### src/rtl/clarvi_part_sequencer_pkg.sv
// Shared RISC-V decode types for the 32-bit Clarvi datapath.
// Also holds the part-ordering rule used by the sequencer and hazard logic.
package clarvi_part_sequencer_pkg;

    typedef enum logic [3:0] {
        OP_ADD,
        OP_SUB,
        OP_SLL,
        OP_SLT,
        OP_SLTU,
        OP_XOR,
        OP_SRL,
        OP_SRA,
        OP_OR,
        OP_AND
    } op_t;

    typedef struct packed {
        op_t         op;
        logic        is32_bit_op;
        logic        instr_part;
        logic [31:0] immediate;
    } instr_t;

    typedef enum logic [1:0] {
        ST_IDLE,
        ST_FIRST,
        ST_SECOND
    } state_t;

    // Compares and right shifts need the high half resolved first.
    function automatic logic is_high_first(input instr_t i);
        logic hf_op;
        hf_op = (i.op == OP_SLT) || (i.op == OP_SLTU) ||
                (i.op == OP_SRL) || (i.op == OP_SRA);
        return hf_op && !i.is32_bit_op;
    endfunction

endpackage

### src/rtl/clarvi_part_sequencer_result_buffer.sv
// 64-bit result + rd output register with valid/ready handshake.
// free tells the sequencer a new result can be loaded this cycle.
module clarvi_result_buffer (
    input  logic        clock,
    input  logic        reset,
    input  logic        load,
    input  logic [63:0] load_result,
    input  logic [4:0]  load_rd,
    input  logic        out_ready,
    output logic        out_valid,
    output logic [63:0] out_result,
    output logic [4:0]  out_rd,
    output logic        free
);

    logic        valid_q, valid_d;
    logic [63:0] result_q, result_d;
    logic [4:0]  rd_q, rd_d;

    always_comb begin
        free     = !valid_q || out_ready;
        valid_d  = valid_q;
        result_d = result_q;
        rd_d     = rd_q;
        if (load) begin
            valid_d  = 1'b1;
            result_d = load_result;
            rd_d     = load_rd;
        end else if (valid_q && out_ready) begin
            valid_d = 1'b0;
        end
    end

    always_ff @(posedge clock) begin
        if (!reset) begin
            valid_q  <= 1'b0;
            result_q <= '0;
            rd_q     <= '0;
        end else begin
            valid_q  <= valid_d;
            result_q <= result_d;
            rd_q     <= rd_d;
        end
    end

    assign out_valid  = valid_q;
    assign out_result = result_q;
    assign out_rd     = rd_q;

endmodule

### src/rtl/clarvi_part_sequencer.sv
// Splits one RV64 op into two 32-bit ALU micro-ops and
// reassembles the halves into a 64-bit writeback result.
module clarvi_part_sequencer
    import clarvi_part_sequencer_pkg::*;
(
    input  logic        clock,
    input  logic        reset,
    input  logic        flush,
    input  logic        in_valid,
    output logic        in_ready,
    input  instr_t      in_instr,
    input  logic [31:0] in_imm_hi,
    input  logic [63:0] in_rs1,
    input  logic [63:0] in_rs2,
    input  logic [4:0]  in_rd,
    output instr_t      alu_instr,
    output logic [31:0] alu_rs1,
    output logic [31:0] alu_rs2,
    output logic        alu_stall,
    input  logic [31:0] alu_result,
    output logic        out_valid,
    input  logic        out_ready,
    output logic [63:0] out_result,
    output logic [4:0]  out_rd
);

    state_t      state_q, state_d;
    instr_t      instr_q, instr_d;
    logic [31:0] imm_hi_q, imm_hi_d;
    logic [63:0] rs1_q, rs1_d;
    logic [63:0] rs2_q, rs2_d;
    logic [4:0]  rd_q, rd_d;
    logic [31:0] hold_q, hold_d;

    logic        free;
    logic        accept;
    logic        part;
    logic        load;
    logic [63:0] load_result;

    function automatic logic [31:0] half(input logic [63:0] v, input logic p);
        return p ? v[63:32] : v[31:0];
    endfunction

    always_comb begin
        part = is_high_first(instr_q) ^ (state_q == ST_SECOND);
        alu_instr            = instr_q;
        alu_instr.instr_part = part;
        alu_instr.immediate  = part ? imm_hi_q : instr_q.immediate;
        alu_rs1 = half(rs1_q, part);
        alu_rs2 = half(rs2_q, part);
    end

    always_comb begin
        in_ready = reset && !flush &&
                   (state_q == ST_IDLE || (state_q == ST_SECOND && free));
        accept    = in_valid && in_ready;
        alu_stall = !reset ||
                    !(state_q == ST_FIRST || (state_q == ST_SECOND && free));
        load = reset && !flush && state_q == ST_SECOND && free;
        // The hold register always carries the half issued in FIRST.
        load_result = part ? {alu_result, hold_q} : {hold_q, alu_result};
    end

    always_comb begin
        state_d = state_q;
        unique case (state_q)
            ST_IDLE:   state_d = accept ? ST_FIRST : ST_IDLE;
            ST_FIRST:  state_d = ST_SECOND;
            ST_SECOND: begin
                if (free) state_d = accept ? ST_FIRST : ST_IDLE;
            end
            default:   state_d = ST_IDLE;
        endcase
        if (flush) state_d = ST_IDLE;
    end

    always_comb begin
        instr_d  = instr_q;
        imm_hi_d = imm_hi_q;
        rs1_d    = rs1_q;
        rs2_d    = rs2_q;
        rd_d     = rd_q;
        hold_d   = (state_q == ST_FIRST) ? alu_result : hold_q;
        if (accept) begin
            instr_d  = in_instr;
            imm_hi_d = in_imm_hi;
            rs1_d    = in_rs1;
            rs2_d    = in_rs2;
            rd_d     = in_rd;
        end
    end

    always_ff @(posedge clock) begin
        if (!reset) begin
            state_q  <= ST_IDLE;
            instr_q  <= '0;
            imm_hi_q <= '0;
            rs1_q    <= '0;
            rs2_q    <= '0;
            rd_q     <= '0;
            hold_q   <= '0;
        end else begin
            state_q  <= state_d;
            instr_q  <= instr_d;
            imm_hi_q <= imm_hi_d;
            rs1_q    <= rs1_d;
            rs2_q    <= rs2_d;
            rd_q     <= rd_d;
            hold_q   <= hold_d;
        end
    end

    clarvi_result_buffer u_buf (
        .clock       (clock),
        .reset       (reset),
        .load        (load),
        .load_result (load_result),
        .load_rd     (rd_q),
        .out_ready   (out_ready),
        .out_valid   (out_valid),
        .out_result  (out_result),
        .out_rd      (out_rd),
        .free        (free)
    );

endmodule

### config.mk
export PLATFORM = sky130hd
export DESIGN_NAME = clarvi_part_sequencer
export DESIGN_NICKNAME = d
export VERILOG_FILES = /design/src/rtl/clarvi_part_sequencer_pkg.sv /design/src/rtl/clarvi_part_sequencer_result_buffer.sv /design/src/rtl/clarvi_part_sequencer.sv
export SDC_FILE = /design/constraint.sdc
export NUM_CORES = 1
export LEC_CHECK = 0
export BUFFER_PORTS_ARGS = -buffer_cell sky130_fd_sc_hd__buf_2
export CORE_ASPECT_RATIO = 0.5
export CORE_UTILIZATION = 50
export DETAILED_ROUTE_END_ITERATION = 8
export HOLD_SLACK_MARGIN = 0.03
export PLACE_DENSITY = 0.76
export SLEW_MARGIN = 20
export SYNTH_ARGS = -nofsm -noshare
export SYNTH_HDL_FRONTEND = slang
export SYNTH_SLANG_ARGS = --single-unit
### constraint.sdc
create_clock -name clock -period 2.7 [get_ports clock]
set_clock_uncertainty 0.1 [all_clocks]
set_input_delay 0.27 -clock clock [delete_from_list [all_inputs] [get_ports clock]]
set_output_delay 0.27 -clock clock [all_outputs]
set_load 0.05 [all_outputs]
Word level (Yosys, flattened, before mapping)
Index checks and enable logic that the tools add are counted.
Word-level totals
  register bits after elaboration: 306
  bits of input ports: 240
  output and inout port bits: 174
  logic and storage cells: 53
Operators by class
  equal/unequal tests: 7
  muxes and demuxes: 9
  bitwise operators: 2
  reductions and logical operators: 23
Operator list (number)
  2-to-1 mux 32 bit: 3
  2-to-1 mux 64 bit: 1
  equality test 4 x 3 -> 1 bit, second input constant: 3
  logical AND 1 bit: 8
  logical OR 1 bit: 7
  case mux 2 bit (3 select lines): 1
  zero test 1 bit: 5
  equality test 4 x 2 -> 1 bit, second input constant: 1
  2-to-1 mux 1 bit: 3
  equality test 2 x 1 -> 1 bit, second input constant: 1
  equality test 2 bit, second input constant: 1
  zero test 2 bit: 1
  2-to-1 mux 2 bit: 1
  != test 2 bit, second input constant: 1
  nonzero test 2 bit: 1
  OR reduction 2 bit: 1
  inverter 1 bit: 1
  XOR 1 bit: 1

Logic depth before layout (Yosys ltp)
Gate-level depths: netlist of the first run.
  depth in word-level cells: 9
  depth in mapped cells: 8
  gate-level depth less buffers: 4

By module
From an unflattened synthesis of the first run, not the netlist that was laid out.
Second synthesis, totals
  cell total of the unflattened synthesis: 1440
  area total of the unflattened synthesis: 12858.6 um^2
By module, submodules not included
  clarvi_part_sequencer: instances 1, cells each 1214, area each 10174.8 um^2
  clarvi_result_buffer: instances 1, cells each 226, area each 2683.8 um^2

Worst setup path before layout of the first run
Ideal clock, no wire load.
  kind: reg-to-output
  from: reg u_buf.valid_q, in the netlist u_buf.out_valid
  to: out in_ready
  arrival time: 2.033 ns
  required time: 2.330 ns
  path slack: 0.297 ns
  stages on the path, launching flop included: 4
  buffers on the path: 1
  cell sequence: dfxtp_1 > nor2b_1 > buf_2 > a211oi_1
Between the ends
  cells in the longest elaborated chain, start to end: 5
Ends and longest elaborated chain
  start, declared: RTL line clarvi_part_sequencer_result_buffer.sv:16  | logic valid_q, valid_d;
  start signal, assigned: RTL line clarvi_part_sequencer_result_buffer.sv:40  | valid_q <= valid_d;
  zero test 1 bit: RTL line clarvi_part_sequencer_result_buffer.sv:21  | free = !valid_q || out_ready;
  logical OR 1 bit: RTL line clarvi_part_sequencer_result_buffer.sv:21
  logical AND 1 bit: RTL line clarvi_part_sequencer.sv:56  | (state_q == ST_IDLE || (state_q == ST_SECOND && free));
  logical OR 1 bit: RTL line clarvi_part_sequencer.sv:56
  logical AND 1 bit: RTL line clarvi_part_sequencer.sv:55  | in_ready = reset && !flush &&
  end, declared: RTL line clarvi_part_sequencer.sv:10  | output logic in_ready,
No other way between the ends.

==> run summary, run 1 <==
RUN STATUS
----------------------------------------------------------------------------------
Outcome                                                               finished with violations
Failing checks                                                        negative setup slack

LOGIC SYNTHESIS
----------------------------------------------------------------------------------
Total of flip-flops plus latches after synthesis                               306
Post-Synthesis Mean Instance Area                                        8.114 um2
Number of flops mapped to enable cells by yosys                                  0
Most instantiated flip-flop cell in the synthesis netlist                  dfxtp_1
Post-synthesis sequential area ratio                                        49.44%
Mapped Cells                                                                 1,527
Distinct cell type count after synthesis                                        27
Number of nets in the synthesized netlist                                    1,767
Post-Syn Area                                                           12,390 um2
Yosys warning total                                                              0
Async S/R FF share, synth                                                       0%

FLOORPLANNING
----------------------------------------------------------------------------------
Total Die Area                                                          25,450 um2
Core footprint                                                          24,170 um2
Ports placed on the boundary                                                   414
Die extent in y                                                           113.3 um
Number of rows created at floorplan                                             40
Initial standard-cell utilization of the core                               51.26%
Horizontal die dimension                                                  224.6 um

CTS
----------------------------------------------------------------------------------
Sinks on Clock Net                                                             306
Clock root buffer                                                        clkbuf_16
Clock transition at path regs                                                70 ps
Worst-Skew Late Latency                                                     560 ps
Num CTS Buffers                                                                 27
Clock H-tree levels                                                              1
CTS tree                                                                       yes
Number of buffers between clock root and the deepest sink                        3

STA
----------------------------------------------------------------------------------
Final TNS setup                                                         -14,290 ps
Final setup slack of the worst path                                      -197.2 ps
Slew at the pin closest to its max-slew limit                             906.2 ps
Final Max Slew Viols                                                             0
Maximum operating frequency                                              345.2 MHz
Final setup violation count                                                     96
Final clock period utilization by the worst path                            107.3%
Unrepaired setup endpoints after global routing                                yes
Shortest period the worst path allows                                      2897 ps
Fin. Hold Viols                                                                  0
Max-Slew Margin vs Limit                                                    39.58%

PLACED DESIGN
----------------------------------------------------------------------------------
Post-DP HPWL                                                             22,260 um
GP Congestion                                                               0.9083
Port Buffer Count                                                              412
Cell Area, Placed                                                       14,420 um2

ROUTING
----------------------------------------------------------------------------------
Via count                                                                   14.11k
Ratio of routed vias to standard cells                                       5.696
Remaining number of nets flagged by the antenna check after routing              0
Detailed router's first-iteration violation count                            1,445
Average wire length per cell after detail routing                         20.38 um
Initial DRT Pass Iterations                                                      8
Routed wire length                                                       50,490 um
Drc violations                                                                   0

POWER
----------------------------------------------------------------------------------
Leak Pwr                                                                  8.186 nW
Power density of the placed cells                                     560.1 nW/um2
Worst-case vdd ir drop                                                 0.0004880 V
Total Power                                                               10.69 mW

WORST SETUP PATH
----------------------------------------------------------------------------------
Cells traversed along the worst timing path                           mux2_4 -> and2_4 -> xnor2_4 -> buf_6 -> clkbuf_16 -> mux2_2 -> buf_6
Crit start category                                                      flip-flop
Most used cell along the critical path                                       buf_6
Master of the slowest instance on the critical path                         mux2_2
Endpoint class of the critical path                                   primary output
Highest cell delay on the worst timing path                                 370 ps
Required time of the worst setup path                                      2330 ps
Critical path class                                                     reg -> out
Setup slack on the worst flop-to-flop path                                  450 ps
Arrival time of the worst setup path                                       2530 ps
Crit-path max FO                                                                 6

HOLD PATH
----------------------------------------------------------------------------------
Worst hold path type                                                     in -> reg

GLOBAL ROUTE
----------------------------------------------------------------------------------
Via count of the first global-routing pass                                  13.32k
Tot GR Track Use                                                            33.86%
Global-route wire length before repair                                   69,030 um
Largest net degree at the start of global routing                              198
Global route total overflow                                                      0
Number of antenna violations at the first check in global routing                9

FINISH
----------------------------------------------------------------------------------
Fraction of layout cells with a size suffix above 1                         28.14%
Layout overhead on the synthesized area                                     54.01%
Final cell area excluding filler cells                                  19,080 um2
Final #Nets                                                                  2,351

FLOW RUN
----------------------------------------------------------------------------------
Number of maximum-capacitance constraint violations                              0

==> timing repair <==
item	in CTS	in global routing
setup buffers	5	0
endpoints found under the hold margin	300	0
endpoints found under the setup margin	96	96
hold buffers	237	0
pin swaps	1	1
resized for setup	190	147
cloned	4	8
==> registers in the layout, summed over array words and instances (netlist names) <==
| name | count |
|---|---|
| u_buf.out_result | 64 |
| hold_q | 32 |
| u_buf.out_valid | 1 |
| rs2_q | 64 |
| alu_instr | 5 |
| rs1_q | 64 |
| instr_q | 32 |
| u_buf.out_rd | 5 |
| rd_q | 5 |
| imm_hi_q | 32 |
| state_q | 2 |
==> stage by stage <==
step / util (%) / setup WS [ps] / std cells / hold slack (ps)
2_1_floorplan: - / 297.0 / 1527 / 278.6
3_3_place_gp: 59.64 / 329.8 / 2165 / 334.0
3_5_place_dp: 59.64 / 294.0 / 2165 / 336.9
4_1_cts: 76.11 / -156.2 / 2461 / 68.14
5_1_grt: 78.93 / -259.9 / 2476 / 85.03
6_report: 78.94 / -197.2 / 2477 / 86.42
==> cell usage in the layout (no fill, tap or decap), drive strengths merged <==
| cell | instances |
|---|---|
| buf | 442 |
| clkinv | 7 |
| or3 | 1 |
| and2 | 1 |
| mux2 | 97 |
| nor3 | 1 |
| xnor2 | 1 |
| nor2 | 2 |
| a21oi | 129 |
| nor2b | 2 |
| clkinvlp | 3 |
| diode | 9 |
| dlygate4sd3 | 237 |
| o21ai | 267 |
| a211oi | 1 |
| nand2b | 4 |
| a2111oi | 1 |
| inv | 2 |
| o21a | 1 |
| dfxtp | 306 |
| nand2 | 544 |
| clkbuf | 46 |
| a21boi | 37 |
==> routing by layer <==
layer	up-vias	track usage, %	wire [um]
li1	6224	-	-
met1	6501	38.42	17910
met2	1003	57.36	23480
met3	380	7.479	4702
met4	2	23.72	4397
met5	-	0	9
==> synthesized netlist by cell type, types with 10 or more instances <==
library cell / number / area [um2]
clkbuf_1: 67 / 251.5
a21boi_0: 37 / 277.8
o21ai_0: 167 / 835.8
buf_2: 25 / 125.1
buf_4: 10 / 75.07
buf_6: 11 / 123.9
o21ai_1: 100 / 500.5
mux2_2: 97 / 1092
nand2_1: 544 / 2042
a21oi_1: 129 / 645.6
dfxtp_1: 306 / 6126
==> path summary, 6_finish.rpt <==
kind	startpoint	to	cells past startpoint
max	alu_instr[34]	alu_instr[23]	7
min reg2reg	rs2_q[51]	rs2_q[51]	2
min	in_valid	state_q[0]	4
max reg2reg	u_buf.out_valid	rs1_q[58]	6
==> logic make-up (layout without fill, tap and decap cells) <==
| kind of cell | after synthesis | in the layout | share of synthesized area (%) |
|---|---|---|---|
| and+or+nand+nor | 555 | 555 | 17.09 |
| AOI/OAI and AO/OA | 436 | 436 | 18.58 |
| DFF | 306 | 306 | 49.44 |
| buffers and inverters | 132 | 737 | 5.948 |
| muxes | 97 | 97 | 8.816 |
| xor gates and xnor gates | 1 | 1 | 0.1313 |
| other | 0 | 9 | 0 |
==> power by group <==
part           internal, mW  leakage [nW]  total, mW  switching [mW]
registers              4.70          2.49       4.84           0.139
logic                 0.918          5.28       2.02            1.10
clock network          2.02         0.415       3.83            1.81
==> final cells by class <==
cell class	count	area [um2]
flip-flops and latches	306	6127
clock buffers	39	780.7
repair buffers	686	5826
multi-input cells	1089	5837
clock inverters	11	66.31
well taps	336	420.4
diodes	9	22.52
fillers	1410	5090
inverters	1	3.754
==> worst max-delay path: cells and delay by family, from the launching register on <==
| family | cells | cell delay [ps] |
|---|---|---|
| and+or+nand+nor | 1 | 180 |
| muxes | 2 | 670 |
| DFF | 1 | 340 |
| xor gates and xnor gates | 1 | 230 |
| buffers and inverters | 3 | 530 |
Note: power is estimated with default switching activity, not from simulation.
==> run 2: changes to the inputs <==
- ABC_AREA: unset -> 1
- PLACE_DENSITY: 0.76 -> 0.82
- clock period: 2.7 -> 3.24 ns (I/O delays scaled with it)
==> run 2 against run 1 <==
The flow now finishes without violations. Sequential cell count unchanged. Cell area is 4.3% lower. Routed wire length fell by 13%. Worst hold slack lost 14 ps. Synthesized area increased by 3.6%. Largest cell class unchanged. Cell count increased by 13%. Utilization shrank 6.4 points. Setup slack gained 540 ps. Register-to-register slack improved by 370 ps. Highest routed layer is now met4.
==> run summary, run 2 <==
LOGIC SYNTHESIS
----------------------------------------------------------------------------------
Distinct cell type count after synthesis                                        18
Post-Syn Area                                                           12,840 um2
Most frequent cells after synthesis                                   nand2_1, dfxtp_1, a21oi_1, nand3_1, clkbuf_1
Post-synthesis sequential area ratio                                        47.71%
Total of flip-flops plus latches after synthesis                               306
Most common cell in the synthesized netlist                                nand2_1
Yosys warning total                                                              0
Leading post-synthesis cells by cell area                             dfxtp_1, nand2_1, a21oi_1
Most instantiated flip-flop cell in the synthesis netlist                  dfxtp_1
Portion of synthesized cell area occupied by the leading cell type          47.71%
Mapped Cells                                                                 1,872
Number of flops mapped to enable cells by yosys                                  0
Number of nets in the synthesized netlist                                    2,112
Async S/R FF share, synth                                                       0%
Biggest area consumer among synthesized cells                              dfxtp_1
Post-Synthesis Mean Instance Area                                        6.858 um2

POWER
----------------------------------------------------------------------------------
Leak Pwr                                                                  8.597 nW
Worst-case vdd ir drop                                                 0.0003727 V
Total Power                                                               8.505 mW
Power density of the placed cells                                     465.6 nW/um2

STA
----------------------------------------------------------------------------------
Final setup violation count                                                      0
Final clock period utilization by the worst path                            89.52%
Final Max Slew Viols                                                             0
Slew at the pin closest to its max-slew limit                             985.1 ps
Maximum operating frequency                                              344.8 MHz
Unrepaired setup endpoints after global routing                                 no
Shortest period the worst path allows                                      2900 ps
Fin. Hold Viols                                                                  0
Max-Slew Margin vs Limit                                                    34.32%
Final TNS setup                                                               0 ps

ROUTING
----------------------------------------------------------------------------------
Met3 Wirelength                                                            3061 um
Top Metal Used                                                                met4
Ratio of routed vias to standard cells                                       5.267
M1 WL                                                                    16,570 um
Remaining number of nets flagged by the antenna check after routing              0
Length of routed met2 wiring                                             21,390 um
Detailed router's first-iteration violation count                            1,608
Drc violations                                                                   0
Routed wire length                                                       43,720 um
Initial DRT Pass Iterations                                                      6
Via count                                                                   14.71k
Average wire length per cell after detail routing                         15.65 um

WORST SETUP PATH
----------------------------------------------------------------------------------
Setup slack on the worst flop-to-flop path                                  820 ps
RR Endpoint                                                              rs2_q[52]
Critical path class                                                     reg -> out
Arrival time of the worst setup path                                       2480 ps
Required time of the worst setup path                                      2820 ps
Critical path startpoint                                                state_q[0]
Crit-path max FO                                                                67
Endpoint class of the critical path                                   primary output
Crit start category                                                      flip-flop
Startpoint of the lowest-slack register-to-register path              u_buf.out_valid
Worst Reg2Reg Path Length in Cells                                               7

CTS
----------------------------------------------------------------------------------
Clock root buffer                                                        clkbuf_16
CTS tree                                                                       yes
Clock transition at path regs                                                70 ps
Sinks on Clock Net                                                             306
Worst-Skew Late Latency                                                     550 ps
Clock H-tree levels                                                              1
Num CTS Buffers                                                                 28
# Post-CTS Setup Buffers                                                         0
Number of buffers between clock root and the deepest sink                        3

FINISH
----------------------------------------------------------------------------------
Area used by sequential logic in the layout                               6126 um2
Final #Nets                                                                  2,660
Leading cell types in the layout, fill and taps excluded              nand2_1, buf_2, dfxtp_1, dlygate4sd3_1, a21oi_1
Layout overhead on the synthesized area                                     42.29%
Most common cell after layout, fill and taps aside                         nand2_1
Footprint of the multi-input gates                                        5802 um2
Fraction of layout cells with a size suffix above 1                         19.71%
Filler cells                                                                 1,812

PLACED DESIGN
----------------------------------------------------------------------------------
GP Congestion                                                               0.8075
Post-DP HPWL                                                             21,860 um
Port Buffer Count                                                              412

GLOBAL ROUTE
----------------------------------------------------------------------------------
Tot GR Track Use                                                            31.65%
Largest net degree at the start of global routing                              204
Global route total overflow                                                      0
Global-route wire length before repair                                   68,240 um
Via count of the first global-routing pass                                  13.78k
Number of antenna violations at the first check in global routing                4

FLOORPLANNING
----------------------------------------------------------------------------------
Ports placed on the boundary                                                   414
Initial standard-cell utilization of the core                               50.97%
Core footprint                                                          25,190 um2
Die extent in y                                                           115.3 um
Total Die Area                                                          26,360 um2
Horizontal die dimension                                                  228.6 um
Number of rows created at floorplan                                             41

HOLD PATH
----------------------------------------------------------------------------------
Cells on Worst Hold Path                                                         3
Min-Delay Endpoint                                                      state_q[1]
Hold Crit Start                                                              flush
Worst hold path type                                                     in -> reg

RUN STATUS
----------------------------------------------------------------------------------
Outcome                                                               finished, final reports clean

FLOW RUN
----------------------------------------------------------------------------------
Number of maximum-capacitance constraint violations                              0

==> run 2: worst max-delay path: stages (launching register included) <==
cell and delay (ps):
dfxtp_1 310, inv_1 80, nand2_1 120, inv_1 100
nand4_1 160, nand2_4 140, buf_6 460, nand2_1 140
nand2_1 120, buf_2 270
==> run 2: what timing repair did <==
item | in CTS | in global routing
endpoints found under the setup margin | 0 | 2
gates resized for setup | 0 | 1
endpoints found under the hold margin | 274 | 0
hold buffers | 235 | 0
==> run 2: metrics by stage <==
step	hold slack [ps]	instances	instance area (um2)	util [%]	setup slack, ps
final	72.59	2793	18270	72.52	339.6
after global placement	351.6	2499	14920	59.23	849.4
after detailed placement	355.1	2499	14920	59.23	813.6
after floorplan	344.5	1872	12840	-	1082
after CTS	54.77	2785	18240	72.43	221.0
after global routing	82.38	2788	18260	72.48	157.9
==> run 2: how the worst max path moves through the flow <==
stage / endpoint / slack (ps) / cells past startpoint
5_1_grt: alu_rs2[2] / 160 / 9
6_report: alu_instr[19] / 340 / 9
4_1_cts: alu_instr[3] / 220 / 9
3_5_place_dp: alu_instr[3] / 810 / 9
2_1_floorplan: alu_rs2[10] / 1080 / 9
3_3_place_gp: alu_instr[3] / 850 / 9
==> run 2: logic make-up (layout without fill, tap and decap cells) <==
| family | Yosys count | after routing | share of synthesized area (%) |
|---|---|---|---|
| buffers and inverters | 221 | 790 | 7.338 |
| and+or+nand+nor | 1040 | 1040 | 31.79 |
| DFF | 306 | 306 | 47.71 |
| other | 0 | 8 | 0 |
| AOI/OAI and AO/OA | 305 | 305 | 13.16 |
==> run 2: power by group <==
group	switching [mW]	total (mW)	internal, mW	leakage [nW]
Combinational	0.640	1.09	0.446	5.64
Sequential	0.0619	3.92	3.86	2.48
Clock	1.50	3.49	2.00	0.478
==> run 2: cell type report <==
cell class,count,share of cell area (%)
Sequential cell,306,33.53
Clock inverter,5,0.3425
Tap cell,344,2.356
Inverter,77,1.637
Multi-Input combinational cell,1345,31.76
Clock buffer,46,4.979
Antenna cell,8,0.1096
Timing Repair Buffer,662,25.28
==> run 2: metal layers <==
layer,up-vias,GRT usage [%]
met1,6707,36.70
li1,6999,-
met3,237,6.870
met4,0,20.00
met2,768,54.25
met5,-,0
